===== src/rtl/reg_file.sv =====
// 32 x WIDTH register file: two registered read ports plus a sequential dump engine.
// Optional same-edge write forwarding is enabled by defining REGFILE_BYPASS_EN.
module reg_file #(
  parameter int WIDTH  = 32,
  parameter int ADDR_W = 5
) (
  input  logic              clk,
  input  logic              rst,
  input  logic              write_n,
  input  logic [ADDR_W-1:0] waddr,
  input  logic [WIDTH-1:0]  wdata,
  input  logic              rd_en,
  input  logic [ADDR_W-1:0] raddr1,
  input  logic [ADDR_W-1:0] raddr2,
  output logic [WIDTH-1:0]  rdata1,
  output logic [WIDTH-1:0]  rdata2,
  output logic              rvalid,
  input  logic              dump_start,
  output logic              dump_busy,
  output logic              dump_valid,
  output logic [ADDR_W-1:0] dump_addr,
  output logic [WIDTH-1:0]  dump_data,
  output logic              dump_done
);

  localparam int DEPTH = 1 << ADDR_W;

  localparam logic [1:0] IDLE = 2'd0;
  localparam logic [1:0] RUN  = 2'd1;
  localparam logic [1:0] DONE = 2'd2;

  logic [WIDTH-1:0]  regs [DEPTH];
  logic [1:0]        state;
  logic [ADDR_W-1:0] idx;
  logic [WIDTH-1:0]  rv1, rv2, dv;

  // x0 reads as zero; forwarding (if built in) never applies to x0.
  function automatic logic [WIDTH-1:0] value(input logic [ADDR_W-1:0] a);
    if (a == '0) return '0;
`ifdef REGFILE_BYPASS_EN
    if (!write_n && (waddr == a)) return wdata;
`endif
    return regs[a];
  endfunction

  always_comb begin
    rv1 = value(raddr1);
    rv2 = value(raddr2);
    dv  = value(idx);
  end

  always_ff @(posedge clk) begin
    if (rst) begin
      for (int i = 0; i < DEPTH; i++) regs[i] <= '0;
      rdata1     <= '0;
      rdata2     <= '0;
      rvalid     <= 1'b0;
      state      <= IDLE;
      idx        <= '0;
      dump_busy  <= 1'b0;
      dump_valid <= 1'b0;
      dump_addr  <= '0;
      dump_data  <= '0;
      dump_done  <= 1'b0;
    end else begin
      if (!write_n && (waddr != '0)) regs[waddr] <= wdata;

      rvalid <= rd_en;
      if (rd_en) begin
        rdata1 <= rv1;
        rdata2 <= rv2;
      end

      // Flags are registered from the state, so they trail it by one edge.
      case (state)
        RUN: begin
          dump_valid <= 1'b1;
          dump_addr  <= idx;
          dump_data  <= dv;
          dump_busy  <= 1'b1;
          dump_done  <= 1'b0;
          idx        <= idx + 1'b1;
          if (idx == '1) state <= DONE;
        end
        DONE: begin
          dump_valid <= 1'b0;
          dump_done  <= 1'b1;
          dump_busy  <= 1'b1;
          state      <= IDLE;
        end
        default: begin
          dump_valid <= 1'b0;
          dump_done  <= 1'b0;
          dump_busy  <= 1'b0;
          if (dump_start) begin
            state <= RUN;
            idx   <= '0;
          end
        end
      endcase
    end
  end

endmodule


===== config.mk =====
export PLATFORM = sky130hd
export DESIGN_NAME = reg_file
export DESIGN_NICKNAME = d
export VERILOG_FILES = /design/src/rtl/reg_file.sv
export SDC_FILE = /design/constraint.sdc
export NUM_CORES = 2
export LEC_CHECK = 0
export CORE_ASPECT_RATIO = 0.9
export CORE_MARGIN = 3
export CORE_UTILIZATION = 55
export CTS_CLUSTER_SIZE = 28
export DETAILED_ROUTE_END_ITERATION = 10
export GPL_TIMING_DRIVEN = 0
export HOLD_SLACK_MARGIN = 0.06
export MAX_ROUTING_LAYER = met4
export PLACE_DENSITY = 0.69
export REMOVE_ABC_BUFFERS = 1
export SLEW_MARGIN = 10
export SYNTH_ARGS = -nofsm -noshare
export SYNTH_HDL_FRONTEND = slang
export SYNTH_SLANG_ARGS = --single-unit
export TNS_END_PERCENT = 30

===== constraint.sdc =====
create_clock -name clk -period 6.8 [get_ports clk]
set_input_delay 1.7 -clock clk [delete_from_list [all_inputs] [get_ports clk]]
set_output_delay 1.7 -clock clk [all_outputs]
set_load 0.02 [all_outputs]

==> metrics.txt <==
placed instance count=6416; number of enable flip-flop cells after synthesis=1024; sum of negative setup slack=0 ns; Worst path max stage delay=0.81 ns; CORE AREA=121600 µm²; Worst setup EP type=flip-flop; crit path cell chain=buf_8, buf_16, nor2_1, nand3_1, nor2_4, buf_12, or2_2, buf_12; clock period minus worst slack=4.992 ns; total global routing overflow=0; first-pass GRT wire length=359500 µm; Max-cap violations=0; Detailed Place HPWL=161300 µm; number of core rows=121; die area=127300 µm²; Hold Violations, Final=0; Avg Vias per Cell=7.410; CTS clk-pin slew, worst paths=0.06 ns; setup violators final=0; root buffer cell=clkbuf_16; most frequent cells in the layout=1038 x and2_1, 1024 x edfxtp_1, 571 x mux2i_1; actual slew at the worst max-slew pin=1.215 ns; post-CTS sizing=0; vias in the first global route=48190; Setup Buffers After CTS=0; Post-Syn Instances=5011; Final WS setup=1.808 ns; Finished Layout Cells=6691; Final Net Count=5006; VDD IR max=0.2118 mV; clk_lat worst skew=0.80 ns; Synth Flop Type=edfxtp_1; leakage=0.02609 µW; Startpoint Class=input port; routability cong.=0.8823; DR pass1 iterations=8; routed len/inst=38.36 µm; Post-Syn Area=67650 µm²; commonest non-fill, non-tap cell in the layout=and2_1; H-Tree Level Count=4; Die Span Y=338.7 µm; # port buffers=156; DRT iter0 DRCs=9015; max frequency=200.3 MHz; Hold Path Class=flip-flop to flip-flop; Starting Density=55.65%; WL final=256600 µm; clk_skew=0.04111 ns; CTS tree=built; ys async rst share=0%; GR Util All Layers=41.20%; largest net degree at the start of global routing=81; Tcrit/Tclk final=73.42%; DRT antenna net count=0; pre-CTS setup slack=1.037 ns; Syn Area/Cell=13.50 µm²; Worst Path Arrival=5.46 ns; CP most frequent cell=buf_12; RSZ-0062 raised after global routing=no; WS Path Type=input port to flip-flop; status=completed; Yosys warning count=0; clk sink count=1141; Remaining DRCs=0; hold_buf cts=0; worst-path fanout max=79; initial antenna violation count=17; slowest stage cell, crit path=nor2_4; worst-case clock buffer depth=3; Num CTS Buffers=130; Util after Layout=63.76%; Layout area overhead=14.57%; share of cells above drive strength 1=22.24%; Worst Path Required=7.26 ns; via count=49580; I/O pin total=157; final slew viol count=0; PD cells=232.0 nW/µm²; post-synthesis register bit count=1141; Unique masters post-synth=44; worst relative slew slack=19.00%; DIE WIDTH=375.7 µm; Seq/Total Area, Yosys=48.91%
==> cells in the mapped netlist, drive strengths merged (16+ instances only) <==
| cell | n | share of area (%) |
|---|---|---|
| or3b | 38 | 0.49 |
| a22oi | 133 | 1.5 |
| mux2 | 95 | 1.6 |
| a211oi | 74 | 0.82 |
| nand2 | 70 | 0.39 |
| clkbuf | 382 | 2.1 |
| nor2 | 115 | 0.64 |
| a21oi | 79 | 0.58 |
| a32o | 25 | 0.37 |
| nor2b | 88 | 0.81 |
| o311ai | 33 | 0.43 |
| edfxtp | 1024 | 45 |
| nor4b | 32 | 0.41 |
| a221oi | 39 | 0.50 |
| and3 | 16 | 0.15 |
| o22ai | 66 | 0.61 |
| buf | 157 | 1.3 |
| mux2i | 571 | 8.4 |
| a2111oi | 96 | 1.2 |
| o211ai | 62 | 0.69 |
| and2 | 1041 | 9.6 |
| dfxtp | 117 | 3.5 |
| mux4 | 512 | 17 |
| nand2b | 34 | 0.31 |
| or2 | 65 | 0.60 |
==> layout make-up <==
cell class                      count  area, µm²
Clock inverter                     54      535.5
Clock buffer                      187       3722
Inverter                            7      28.78
Fill cell                        8752      44060
Multi-Input combinational cell   3355      32840
Antenna cell                       34      85.08
Sequential cell                  1141      33110
Timing Repair Buffer              314       5187
Tap cell                         1599       2001
==> per-stage QoR <==
stage	hold WS (ns)	area, µm²	power (µW)
4_1_cts	0.5025	77420	17900
6_report	0.4936	77510	17980
5_1_grt	0.5551	77470	18390
3_5_place_dp	0.4840	73160	10910
2_1_floorplan	0.4897	65490	9774
3_3_place_gp	0.4831	69050	11550
==> state kept, by name, indices dropped and copies added (netlist names), 2 cells and up, named ones only <==
register	flops
idx	5
dump_addr	5
regs	1024
state	2
rdata1	32
dump_data	32
rdata2	32
==> per-layer routing <==
layer / track usage [%] / up-vias / share of wire (%)
li1: - / 19360 / -
met1: 54.26 / 24810 / 36
met2: 56.20 / 4527 / 43
met3: 15.49 / 884 / 16
met4: 19.87 / 0 / 5.3
met5: - / - / 0
==> power breakdown <==
| group | total [µW] | switching (µW) | internal, µW |
|---|---|---|---|
| combinational | 2510 | 1390 | 1120 |
| sequential | 8360 | 329 | 8030 |
| clock | 7110 | 2990 | 4130 |
==> kinds of logic after synthesis <==
logic type               synth area share [%]
multiplexers                            27.07
flip-flops                              48.91
adder cells (fa/ha/maj)               0.09247
AND/OR/NAND/NOR                         13.60
buffers and inverters                   3.408
other                                0.005543
AO/OA/AOI/OAI                           6.904
==> critical path: cells and delay by family <==
family | cells | cell delay (ns)
and+or+nand+nor | 4 | 2.44
buffers and inverters | 4 | 1.03
==> worst paths after layout <==
| kind | from | end | slack, ns | cells after the start |
|---|---|---|---|---|
| max | rst | regs[15][4]$_SDFFCE_PN0P_ | 1.81 | 8 |
| min | dump_addr[2]$_SDFFE_PP0P_ | dump_addr[2]$_SDFFE_PP0P_ | 0.49 | 2 |
| max reg2reg | flip-flop | dump_data[24]$_SDFFE_PP0P_ | 2.81 | 6 |
| min reg2reg | dump_addr[2]$_SDFFE_PP0P_ | dump_addr[2]$_SDFFE_PP0P_ | 0.49 | 2 |
Note: power is estimated with default switching activity, not from simulation.
